### config.mk
export PLATFORM = sky130hd
export DESIGN_NAME = pwm_multi_flat
export DESIGN_NICKNAME = d
export VERILOG_FILES = /design/src/rtl/pwm_multi_if.sv /design/src/rtl/pwm_multi.sv /design/src/flat_wrapper.sv
export SDC_FILE = /design/constraint.sdc
export NUM_CORES = 1
export LEC_CHECK = 0
export CAP_MARGIN = 20
export CORE_AREA = 2 2 118 165
export CTS_BUF_LIST = sky130_fd_sc_hd__clkbuf_16
export CTS_CLUSTER_SIZE = 8
export DETAILED_ROUTE_END_ITERATION = 8
export DIE_AREA = 0 0 120 167
export GPL_TIMING_DRIVEN = 1
export PLACE_DENSITY = 0.72
export SYNTH_ARGS = -nofsm -noshare
export SYNTH_HDL_FRONTEND = slang
export SYNTH_SLANG_ARGS = --single-unit
export TNS_END_PERCENT = 100
### constraint.sdc
create_clock -name clk -period 3.2 [get_ports clk]
set_input_delay 0.64 -clock clk [delete_from_list [all_inputs] [get_ports clk]]
set_output_delay 0.64 -clock clk [all_outputs]
set_load 0.02 [all_outputs]
### src/rtl/pwm_multi_if.sv
// pwm_multi_if: configuration write port and PWM status bundle for pwm_multi.
//   wr     : write strobe
//   sel    : write target (0 cmp shadow, 1 top shadow, 2 cnt, 3 ctrl)
//   ch     : channel index for cmp writes
//   d      : write data
//   out    : registered PWM outputs
//   cnt    : current timebase counter
//   top    : active top value
//   period : one-cycle strobe after each update event
interface pwm_multi_if #(
  parameter int WIDTH    = 16,
  parameter int CHANNELS = 4
);
  localparam int CH_W = (CHANNELS > 1) ? $clog2(CHANNELS) : 1;

  logic                wr;
  logic [1:0]          sel;
  logic [CH_W-1:0]     ch;
  logic [WIDTH-1:0]    d;
  logic [CHANNELS-1:0] out;
  logic [WIDTH-1:0]    cnt;
  logic [WIDTH-1:0]    top;
  logic                period;

  modport master (
    output wr, sel, ch, d,
    input  out, cnt, top, period
  );

  modport slave (
    input  wr, sel, ch, d,
    output out, cnt, top, period
  );
endinterface

### src/rtl/pwm_multi.sv
// pwm_multi: multi-channel PWM generator with one shared timebase.
//   clk  : clock, rising edge
//   rst  : synchronous active-high reset
//   bus  : pwm_multi_if slave modport (wr/sel/ch/d in; out/cnt/top/period out)
// Compare and top values are double-buffered: writes land in shadow
// registers and are copied to the active set on each update event, or every
// cycle while the block is disabled. Supports edge- and center-aligned
// counting and per-channel output polarity.
module pwm_multi #(
  parameter int WIDTH    = 16,
  parameter int CHANNELS = 4
) (
  input  logic        clk,
  input  logic        rst,
  pwm_multi_if.slave  bus
);

  localparam int CH_W = (CHANNELS > 1) ? $clog2(CHANNELS) : 1;
  localparam logic [WIDTH-1:0] ONE = {{(WIDTH-1){1'b0}}, 1'b1};

  typedef enum logic {
    DIR_UP = 1'b0,
    DIR_DN = 1'b1
  } dir_e;

  logic [WIDTH-1:0]    cnt_q, cnt_d;
  dir_e                dir_q, dir_d;
  logic [WIDTH-1:0]    top_sh_q, top_sh_d;
  logic [WIDTH-1:0]    top_act_q, top_act_d;
  logic [WIDTH-1:0]    cmp_sh_q  [CHANNELS];
  logic [WIDTH-1:0]    cmp_sh_d  [CHANNELS];
  logic [WIDTH-1:0]    cmp_act_q [CHANNELS];
  logic [WIDTH-1:0]    cmp_act_d [CHANNELS];
  logic                en_q, en_d;
  logic                center_q, center_d;
  logic [CHANNELS-1:0] pol_q, pol_d;
  logic [CHANNELS-1:0] out_q, out_d;
  logic                period_q, period_d;

  logic wr_cmp, wr_top, wr_cnt, wr_ctl;
  logic ch_ok;
  logic upd;
  logic copy;

  always_comb begin
    ch_ok  = 32'(bus.ch) < 32'(CHANNELS);
    wr_cmp = bus.wr && (bus.sel == 2'd0) && ch_ok;
    wr_top = bus.wr && (bus.sel == 2'd1);
    wr_cnt = bus.wr && (bus.sel == 2'd2);
    wr_ctl = bus.wr && (bus.sel == 2'd3);

    // Timebase stepping
    cnt_d = cnt_q;
    dir_d = dir_q;
    upd   = 1'b0;
    if (en_q) begin
      if (!center_q) begin
        dir_d = DIR_UP;
        if (cnt_q >= top_act_q) begin
          cnt_d = '0;
          upd   = 1'b1;
        end else begin
          cnt_d = cnt_q + ONE;
        end
      end else if (dir_q == DIR_UP) begin
        // >= catches counts written above top without wrapping
        if (cnt_q >= top_act_q) begin
          dir_d = DIR_DN;
          cnt_d = (top_act_q == '0) ? '0 : top_act_q - ONE;
        end else begin
          cnt_d = cnt_q + ONE;
        end
      end else begin
        if (cnt_q == '0) begin
          dir_d = DIR_UP;
          cnt_d = (top_act_q == '0) ? '0 : ONE;
          upd   = 1'b1;
        end else begin
          cnt_d = cnt_q - ONE;
        end
      end
    end

    // A direct counter load replaces this cycle's step entirely
    if (wr_cnt) begin
      cnt_d = bus.d;
      dir_d = dir_q;
      upd   = 1'b0;
    end

    // Control register
    en_d     = en_q;
    center_d = center_q;
    pol_d    = pol_q;
    if (wr_ctl) begin
      en_d     = bus.d[0];
      center_d = bus.d[1];
      pol_d    = bus.d[CHANNELS+1:2];
      if (!bus.d[1]) begin
        dir_d = DIR_UP;
      end
    end

    // Shadow/active copy; the freshly written shadow value wins on a
    // same-cycle copy because active loads from the shadow next-state.
    copy     = upd || !en_q;
    top_sh_d = wr_top ? bus.d : top_sh_q;
    top_act_d = copy ? top_sh_d : top_act_q;
    for (int i = 0; i < CHANNELS; i++) begin
      cmp_sh_d[i] = cmp_sh_q[i];
      if (wr_cmp && (CH_W'(i) == bus.ch)) begin
        cmp_sh_d[i] = bus.d;
      end
      cmp_act_d[i] = copy ? cmp_sh_d[i] : cmp_act_q[i];
    end

    // Output compare on current count; disabled outputs sit at polarity
    for (int i = 0; i < CHANNELS; i++) begin
      out_d[i] = pol_q[i] ^ (en_q && (cnt_q < cmp_act_q[i]));
    end
    period_d = upd;
  end

  always_ff @(posedge clk) begin
    if (rst) begin
      cnt_q     <= '0;
      dir_q     <= DIR_UP;
      top_sh_q  <= '0;
      top_act_q <= '0;
      for (int i = 0; i < CHANNELS; i++) begin
        cmp_sh_q[i]  <= '0;
        cmp_act_q[i] <= '0;
      end
      en_q      <= 1'b0;
      center_q  <= 1'b0;
      pol_q     <= '0;
      out_q     <= '0;
      period_q  <= 1'b0;
    end else begin
      cnt_q     <= cnt_d;
      dir_q     <= dir_d;
      top_sh_q  <= top_sh_d;
      top_act_q <= top_act_d;
      for (int i = 0; i < CHANNELS; i++) begin
        cmp_sh_q[i]  <= cmp_sh_d[i];
        cmp_act_q[i] <= cmp_act_d[i];
      end
      en_q      <= en_d;
      center_q  <= center_d;
      pol_q     <= pol_d;
      out_q     <= out_d;
      period_q  <= period_d;
    end
  end

  assign bus.out    = out_q;
  assign bus.cnt    = cnt_q;
  assign bus.top    = top_act_q;
  assign bus.period = period_q;

endmodule

### src/flat_wrapper.sv
// flat-port wrapper written by rule: the top's interface ports become plain ports
module pwm_multi_flat 
#(
  parameter int WIDTH    = 16,
  parameter int CHANNELS = 4
)
  (clk, rst, bus_wr, bus_sel, bus_ch, bus_d, bus_out, bus_cnt, bus_top, bus_period);
  pwm_multi_if #(.WIDTH(WIDTH), .CHANNELS(CHANNELS)) bus_i ();
  input  logic clk;
  input  logic rst;
  input wire logic [$bits(bus_i.wr)-1:0] bus_wr;
  input wire logic [$bits(bus_i.sel)-1:0] bus_sel;
  input wire logic [$bits(bus_i.ch)-1:0] bus_ch;
  input wire logic [$bits(bus_i.d)-1:0] bus_d;
  output wire logic [$bits(bus_i.out)-1:0] bus_out;
  output wire logic [$bits(bus_i.cnt)-1:0] bus_cnt;
  output wire logic [$bits(bus_i.top)-1:0] bus_top;
  output wire logic [$bits(bus_i.period)-1:0] bus_period;
  assign bus_i.wr = bus_wr;
  assign bus_i.sel = bus_sel;
  assign bus_i.ch = bus_ch;
  assign bus_i.d = bus_d;
  assign bus_out = bus_i.out;
  assign bus_cnt = bus_i.cnt;
  assign bus_top = bus_i.top;
  assign bus_period = bus_i.period;
  pwm_multi #(.WIDTH(WIDTH), .CHANNELS(CHANNELS)) u_core (.clk(clk), .rst(rst), .bus(bus_i));
endmodule
==> flow_summary.ini, run 1 <==
[flow_run]
drv_cap = 0

[clocking]
cts_buffers = 17
clock_latency_ns = 0.44
cts_setup_buffers = 0
clkTransAtPathRegs_ns = 0.07
cts_sinks = 188
cts_resized = 0
cts_tree = done
cts_root_buffer = clkbuf_16
cts_buffer_depth = 2
cts_hold_buf = 0
htreeDepth = 4

[min_path]
hold_path_class = reg -> reg
holdPathStages = 2

[synth]
synth_ff_type = dfxtp_1
synth_edf_count = 0
seq_area_frac_synth_pct = 37.59
avgSynthCellArea_um2 = 8.572
synth_top_area_cell = dfxtp_1
synth_top_cell_area_share_pct = 37.59
synth_cell_types = 63
syn_nets = 1272
synth_area_um2 = 10010
synth_async_sr_flop_share_pct = 0
syn_inst = 1168
ys_ff_latch = 188
yosys_warnings = 0
ys_top_cells_by_area = dfxtp_1 (38%), ha_1 (10%), a31o_2 (6.4%), mux2i_1 (5.3%), nand2_1 (3.5%)

[sta]
hold_viol = 0
tns_ns = 0
slew_headroom_pct = 42.80
maxSlewViolCount = 0
finalCriticalPeriod_ns = 2.897
rsz0062_at_grt = no
post-route-period-util_pct = 90.52
skew_ns = 0.01170
finalSetupViolCount = 0
max_freq_mhz = 345.2
tightestPinTransition_ns = 0.8363
whs_ns = 0.4544

[grt]
track_usage_pct = 28.80
antenna_found_initial = 0
grt_remaining_overflow = 0
grt_first_pass_wirelength_um = 44880
grt_max_degree = 152
grt_pass1_vias = 8262

[place]
placed_cell_area_um2 = 11090
place.gp.congestion = 1.006
dp_hpwl_um = 19970
dp_cells = 1444
io_buffers = 59

[routing]
wl_per_cell_um = 19.59
wirelength_um = 28910
top_layer = met4
wl_met3_um = 1401
wl_met1_um = 12280
met2WireLength_um = 13930
drtIter0Drc = 765
drcViolationCount = 0
vias = 8890
avgViaCountPerCell = 6.023
ant_nets = 0
dr.pass1.iters = 7

[layout]
mostFrequentLayoutCells = dfxtp_1 (188), nand2_1 (94), nor2_1 (86)
drive_gt1_share_pct = 14.04
final_cell_area_um2 = 11670
antennaDiodeCount = 0
nNetsFinal = 1323
layoutNonFillerInstCount = 1476
areaGrowthSynthToFinish_pct = 16.55
final_common_cell = dfxtp_1

[worst_setup_path]
crit_path_end_kind = flip-flop
required_ns = 3.53
crit_path_max_fanout = 12
path_class = reg -> reg
r2r_cells = 11
start_kind = flip-flop
arrival_ns = 3.23
r2r_slack_ns = 0.30

[floorplanning]
initial_utilization_pct = 54.03
die_h_um = 167
die_w_um = 120
ios = 60
dieArea_um2 = 20040
rows = 59
core_um2 = 18530

[pwr]
p_per_area_nw_per_um2 = 462.4
leakage_nw = 4.856
vdd_ir_drop_max_uv = 343.3
p_total_mw = 5.395

[run_status]
status = completed
-- per-stage QoR --
| step | worst slack (ns) | util (%) |
|---|---|---|
| final | 0.3035 | 62.98 |
| after global routing | 0.1945 | 62.98 |
| after CTS | 0.3547 | 62.98 |
| after detailed placement | 0.3734 | 59.84 |
| after global placement | 0.4097 | 59.84 |
| after floorplan | 0.3102 | - |
-- state kept, by name, indices dropped and copies added (netlist names), 4 cells and up --
register	flops
u_core.bus.top	16
u_core.cmp_act_q	64
u_core.pol_q	4
u_core.bus.cnt	16
u_core.top_sh_q	16
u_core.cmp_sh_q	64
u_core.bus.out	4
-- where the power goes --
group	leakage, nW	switching (mW)	internal [mW]
clock	0.287	1.01	1.10
combinational	3.05	0.527	0.344
sequential	1.52	0.0294	2.38
-- routing by layer --
layer | vias up | global-route usage, %
li1 | 4245 | -
met1 | 4271 | 36.50
met2 | 303 | 47.95
met3 | 71 | 3.801
met4 | 0 | 13.96
met5 | - | 0
-- cell type report --
| cell class | instances | area [um^2] |
|---|---|---|
| clock buffers | 17 | 425.4 |
| clock inverters | 15 | 156.4 |
| fillers | 1587 | 6860 |
| inverters | 85 | 319.1 |
| multi-input cells | 812 | 5590 |
| flip-flops and latches | 188 | 3764 |
| well taps | 244 | 305.3 |
| repair buffers | 115 | 1109 |
-- worst max-delay path: stages, from the launching register on --
cell,delay [ns]
dfxtp_1,0.42
inv_1,0.11
ha_1,0.34
a211oi_1,0.24
o21ai_0,0.12
o2111ai_1,0.14
and4_1,0.41
buf_4,0.22
nor3_1,0.06
buf_4,0.21
a221o_1,0.32
a32o_1,0.21
-- synth_stat cells, drive strengths merged, types with 5 or more instances --
| cell type | n |
|---|---|
| and3 | 7 |
| nor4 | 13 |
| inv | 85 |
| a21o | 13 |
| nand3 | 17 |
| nor2 | 87 |
| a31o | 80 |
| xor2 | 12 |
| nand4 | 19 |
| ha | 81 |
| a21oi | 68 |
| a31oi | 5 |
| nor3 | 67 |
| nor2b | 36 |
| nand2b | 13 |
| nand2 | 94 |
| or4 | 5 |
| clkbuf | 56 |
| a221oi | 16 |
| dfxtp | 188 |
| a211oi | 6 |
| o21ai | 39 |
| xnor2 | 21 |
| buf | 27 |
| mux2i | 53 |
| or3 | 10 |
-- path summary, 6_finish.rpt --
check | startpoint | endpoint
worst max register to register | u_core.bus.top[13] | u_core.bus.cnt[12]
worst min register to register | u_core.top_sh_q[11] | u_core.top_sh_q[11]
worst min-delay path | u_core.top_sh_q[11] | u_core.top_sh_q[11]
worst max-delay path | u_core.bus.top[13] | u_core.bus.cnt[12]
-- cell families after synthesis --
group | Yosys count | synth area share [%]
AO/OA/AOI/OAI | 257 | 18.08
XOR/XNOR | 33 | 2.887
adder cells (fa/ha/maj) | 81 | 10.12
buffers and inverters | 168 | 6.773
flip-flops | 188 | 37.59
multiplexers | 54 | 5.411
AND/OR/NAND/NOR | 387 | 19.13
(Power assumes the default switching activity.)
==> inputs of run 2 (changes only) <==
--- a/config.mk
+++ b/config.mk
@@ -5,6 +5,7 @@
 export SDC_FILE = /design/constraint.sdc
 export NUM_CORES = 1
 export LEC_CHECK = 0
+export ABC_AREA = 0
 export CAP_MARGIN = 20
 export CORE_AREA = 2 2 118 165
 export CTS_BUF_LIST = sky130_fd_sc_hd__clkbuf_16
==> constraint.sdc (replaced) <==
create_clock -name clk -period 3.44 [get_ports clk]
set_input_delay 0.688 -clock clk [delete_from_list [all_inputs] [get_ports clk]]
set_output_delay 0.688 -clock clk [all_outputs]
set_load 0.02 [all_outputs]
==> run 2 against run 1 <==
Compared with the run above:
- wire length is 0.13% lower
- clock skew rose by 0.0016 ns
- sequential power shrank 7%
- worst hold slack about the same
- highest routed layer unchanged
- count of clock-buffer cells in the layout is the same
- maximum frequency is 4.4% lower
- global-route usage grew 0.38 points
- register-to-register slack improved by 0.11 ns
- clock power shrank 3%
==> flow_summary.ini, run 2 (synthesis results as in run 1) <==
[layout]
areaGrowthSynthToFinish_pct = 15.40
layoutNonFillerInstCount = 1468
drive_gt1_share_pct = 13.56
mostFrequentLayoutCells = dfxtp_1 (188), nand2_1 (94), nor2_1 (86)
final_common_cell = dfxtp_1
nFillCells = 1625
antennaDiodeCount = 0
register_area_um2 = 3764
fin_util_pct = 62.35
reg_top3 = u_core.cmp_act_q (64), u_core.cmp_sh_q (64)
nNetsFinal = 1315
multi_input_area_um2 = 5590

[clocking]
cts_buffers = 17
htreeDepth = 4
cts_setup_buffers = 0
cts_hold_buf = 0
cts_sinks = 188
cts_buffer_depth = 2
cts_resized = 0
cts_root_buffer = clkbuf_16
clock_latency_ns = 0.45
cts_tree = done
clkTransAtPathRegs_ns = 0.07

[worst_setup_path]
arrival_ns = 3.33
startpoint = u_core.bus.top[15]
start_kind = flip-flop
path_class = reg -> reg
crit_path_max_fanout = 15
r2r-start = u_core.bus.top[15]
required_ns = 3.74
crit_path_end_kind = flip-flop

[grt]
grt_pass1_vias = 8393
track_usage_pct = 29.18
grt_remaining_overflow = 0
grt_first_pass_wirelength_um = 45650
grt_max_degree = 71
antenna_found_initial = 0

[floorplanning]
core_um2 = 18530
die_h_um = 167
initial_utilization_pct = 54.03
die_w_um = 120
ios = 60
rows = 59
dieArea_um2 = 20040

[routing]
ant_nets = 0
vias = 8831
wl_per_cell_um = 19.67
drcViolationCount = 0
drtIter0Drc = 737
dr.pass1.iters = 6
avgViaCountPerCell = 6.016
wirelength_um = 28870

[place]
io_buffers = 59
dp_cells = 1436
place.gp.congestion = 0.9232
dp_hpwl_um = 20030

[flow_run]
drv_cap = 0

[sta]
post-route-period-util_pct = 88.09
tightestPinTransition_ns = 0.7789
rsz0062_at_grt = no
hold_viol = 0
finalCriticalPeriod_ns = 3.030
finalSetupViolCount = 0
max_freq_mhz = 330.0
skew_ns = 0.01325
tns_ns = 0
slew_headroom_pct = 46.73
maxSlewViolCount = 0

[min_path]
min_from = u_core.top_sh_q[13]
hold_path_class = reg -> reg

[pwr]
leakage_nw = 4.796
vdd_ir_drop_max_uv = 318.9
p_per_area_nw_per_um2 = 439.6

[run_status]
status = completed
run 2: worst paths after layout:
path / end / slack (ns) / cells past startpoint
max: u_core.bus.cnt[5] / 0.41 / 10
min: u_core.top_sh_q[13] / 0.45 / 2
max reg2reg: u_core.bus.cnt[5] / 0.41 / 10
min reg2reg: u_core.top_sh_q[13] / 0.45 / 2
run 2: worst max-delay path, stage by stage, from the launching register on:
cell	delay (ns)
dfxtp_1	0.41
inv_1	0.11
ha_1	0.34
nand4_1	0.10
nor2_1	0.17
o311ai_0	0.17
and4_1	0.42
and2_1	0.24
buf_4	0.16
a2111oi_0	0.58
a211oi_1	0.19
run 2: layer usage:
metal	global-route usage (%)	vias up	wire (um)
met2	48.34	283	13710
met1	37.20	4250	12630
met3	4.658	71	1361
met5	0	-	0
met4	12.94	0	1174
li1	-	4227	-
run 2: report_power, final:
part           switching (mW)  internal, mW
combinational           0.488         0.307
sequential             0.0257          2.22
clock                   0.943          1.10
total                    1.46          3.62
run 2: layout make-up:
class                           instances  area share, %
Timing Repair Buffer                  107          8.425
Inverter                               85          2.762
Clock buffer                           17          3.682
Tap cell                              244          2.642
Multi-Input combinational cell        812          48.39
Sequential cell                       188          32.58
Clock inverter                         15          1.527
run 2: through the flow:
stage | hold slack, ns | power (mW) | worst slack (ns) | cell area [um^2]
6_report | 0.4549 | 5.078 | 0.4098 | 11550
5_1_grt | 0.4792 | 5.258 | 0.1945 | 11550
4_1_cts | 0.4548 | 5.078 | 0.4352 | 11550
3_5_place_dp | 0.4449 | 3.075 | 0.4610 | 10950
3_3_place_gp | 0.4422 | 3.069 | 0.4451 | 10950
2_1_floorplan | 0.4339 | 2.788 | 0.5502 | 10010
==> inputs of run 3 (changes only) <==
--- a/config.mk
+++ b/config.mk
@@ -6,14 +6,16 @@
 export NUM_CORES = 1
 export LEC_CHECK = 0
 export ABC_AREA = 0
-export CAP_MARGIN = 20
+export CAP_MARGIN = 30
 export CORE_AREA = 2 2 118 165
 export CTS_BUF_LIST = sky130_fd_sc_hd__clkbuf_16
 export CTS_CLUSTER_SIZE = 8
 export DETAILED_ROUTE_END_ITERATION = 8
 export DIE_AREA = 0 0 120 167
 export GPL_TIMING_DRIVEN = 1
+export HOLD_SLACK_MARGIN = 0.12
 export PLACE_DENSITY = 0.72
+export RECOVER_POWER = 25
 export SYNTH_ARGS = -nofsm -noshare
 export SYNTH_HDL_FRONTEND = slang
 export SYNTH_SLANG_ARGS = --single-unit
==> run 3 against run 2 <==
Compared with the run above:
- total power is 0.11% lower
- clock power hardly changed
- final area is essentially flat
- maximum frequency is 5.0% lower
- sequential power about the same
- first-iteration DRC count is 5.4% higher
- utilization about the same
- clock skew grew 0.00079 ns
- global-route usage unchanged
- count of clock-buffer cells in the layout unchanged
- critical path type is now in -> reg
==> flow_summary.ini, run 3 (synthesis results as in run 1) <==
[run_status]
status = completed

[grt]
track_usage_pct = 29.18
grt_remaining_overflow = 0
grt_pass1_vias = 8393
grt_max_degree = 71
antenna_found_initial = 0
grt_first_pass_wirelength_um = 45650

[sta]
maxSlewViolCount = 0
max_freq_mhz = 313.5
tightestPinTransition_ns = 1.453
slew_headroom_pct = 3.150
tns_ns = 0
hold_viol = 0
finalSetupViolCount = 0
skew_ns = 0.01403
post-route-period-util_pct = 92.72
finalCriticalPeriod_ns = 3.189
rsz0062_at_grt = no

[floorplanning]
die_h_um = 167
die_w_um = 120
rows = 59
initial_utilization_pct = 54.03
core_um2 = 18530
ios = 60
dieArea_um2 = 20040

[place]
dp_hpwl_um = 20030
io_buffers = 59
place.gp.congestion = 0.9232

[worst_setup_path]
r2r_cells = 10
critical_path.cell_chain = dlygate4sd3_1 > nand2b_1 > nor2_1 > nand3_1 > clkbuf_1 > mux2i_1 > nor3_1 > a31o_2
r2r_slack_ns = 0.39
path_class = in -> reg
arrival_ns = 3.53
required_ns = 3.78
r2r-start = u_core.bus.top[15]
crit_path_max_fanout = 16
critPathMaxStageDelay_ns = 1.06
crit_path_top_delay_cell = clkbuf_1
startpoint = bus_sel[1]
crit_path_end_kind = flip-flop
start_kind = primary input
reg2reg_to = u_core.bus.cnt[5]

[clocking]
clock_latency_ns = 0.45
cts_buffer_depth = 2
cts_sinks = 188
cts_resized = 0
cts_setup_buffers = 0
cts_root_buffer = clkbuf_16
htreeDepth = 4
cts_tree = done
cts_buffers = 17
cts_hold_buf = 0
clkTransAtPathRegs_ns = 0.08

[routing]
wl_per_cell_um = 19.59
dr.pass1.iters = 5
ant_nets = 0
drcViolationCount = 0
wirelength_um = 28760
vias = 8801
avgViaCountPerCell = 5.995
drtIter0Drc = 777

[pwr]
vdd_ir_drop_max_uv = 317.5
p_per_area_nw_per_um2 = 439.3
p_total_mw = 5.073
leakage_nw = 4.807

[layout]
antennaDiodeCount = 0
nNetsFinal = 1315
nFillCells = 1627
reg_top3 = u_core.cmp_act_q (64), u_core.cmp_sh_q (64)
final_common_cell = dfxtp_1
areaGrowthSynthToFinish_pct = 15.32
drive_gt1_share_pct = 13.32
mostFrequentLayoutCells = dfxtp_1 (188), nand2_1 (94), nor2_1 (86)

[flow_run]
drv_cap = 0

[min_path]
min_to = u_core.top_sh_q[13]
min_from = u_core.top_sh_q[13]
holdPathStages = 2
hold_path_class = reg -> reg
run 3: final cells by class:
| type | count | area, um^2 | share of cell area [%] |
|---|---|---|---|
| Clock buffer | 17 | 425.4 | 3.684 |
| Clock inverter | 15 | 176.4 | 1.528 |
| Inverter | 85 | 319.1 | 2.763 |
| Multi-Input combinational cell | 812 | 5590 | 48.42 |
| Sequential cell | 188 | 3764 | 32.60 |
| Tap cell | 244 | 305.3 | 2.644 |
| Timing Repair Buffer | 107 | 965.9 | 8.366 |
run 3: metal layers:
metal | up-vias | track usage (%) | part of all wire (%)
li1 | 4234 | - | -
met1 | 4243 | 37.20 | 43
met2 | 257 | 48.34 | 48
met3 | 67 | 4.658 | 5.0
met4 | 0 | 12.94 | 3.9
met5 | - | 0 | 0
run 3: where the power goes:
part           leakage, nW  internal [mW]  switching, mW
clock                0.288           1.10          0.941
combinational         3.00          0.306          0.486
sequential            1.52           2.22         0.0255
total                 4.81           3.62           1.45
run 3: through the flow:
step                      util, %  instances  area [um^2]  worst slack (ns)  hold WS [ns]
final                       62.31       1468        11550            0.2505        0.4552
after global routing        62.31       1468        11550           0.09979        0.4792
after CTS                   62.35       1468        11550            0.4352        0.4548
after detailed placement    59.11       1436        10950            0.4610        0.4449
after global placement      59.11       1436        10950            0.4451        0.4422
after floorplan                 -       1168        10010            0.5502        0.4339
run 3: how the worst max path moves through the flow:
stage | endpoint | slack [ns] | cells after the start
floorplan | u_core.cmp_act_q[2][0] | 0.55 | 13
global placement | u_core.bus.period | 0.45 | 5
detailed placement | u_core.bus.cnt[5] | 0.46 | 10
CTS | u_core.bus.cnt[5] | 0.44 | 10
global route | u_core.cmp_act_q[3][13] | 0.1 | 8
finish | u_core.cmp_act_q[3][10] | 0.25 | 8
run 3: worst max-delay path, delay by kind of cell:
kind            cells  cell delay, ns
buf+inv             2            1.66
simple gates        4            0.56
compound gates      1            0.23
mux                 1            0.36
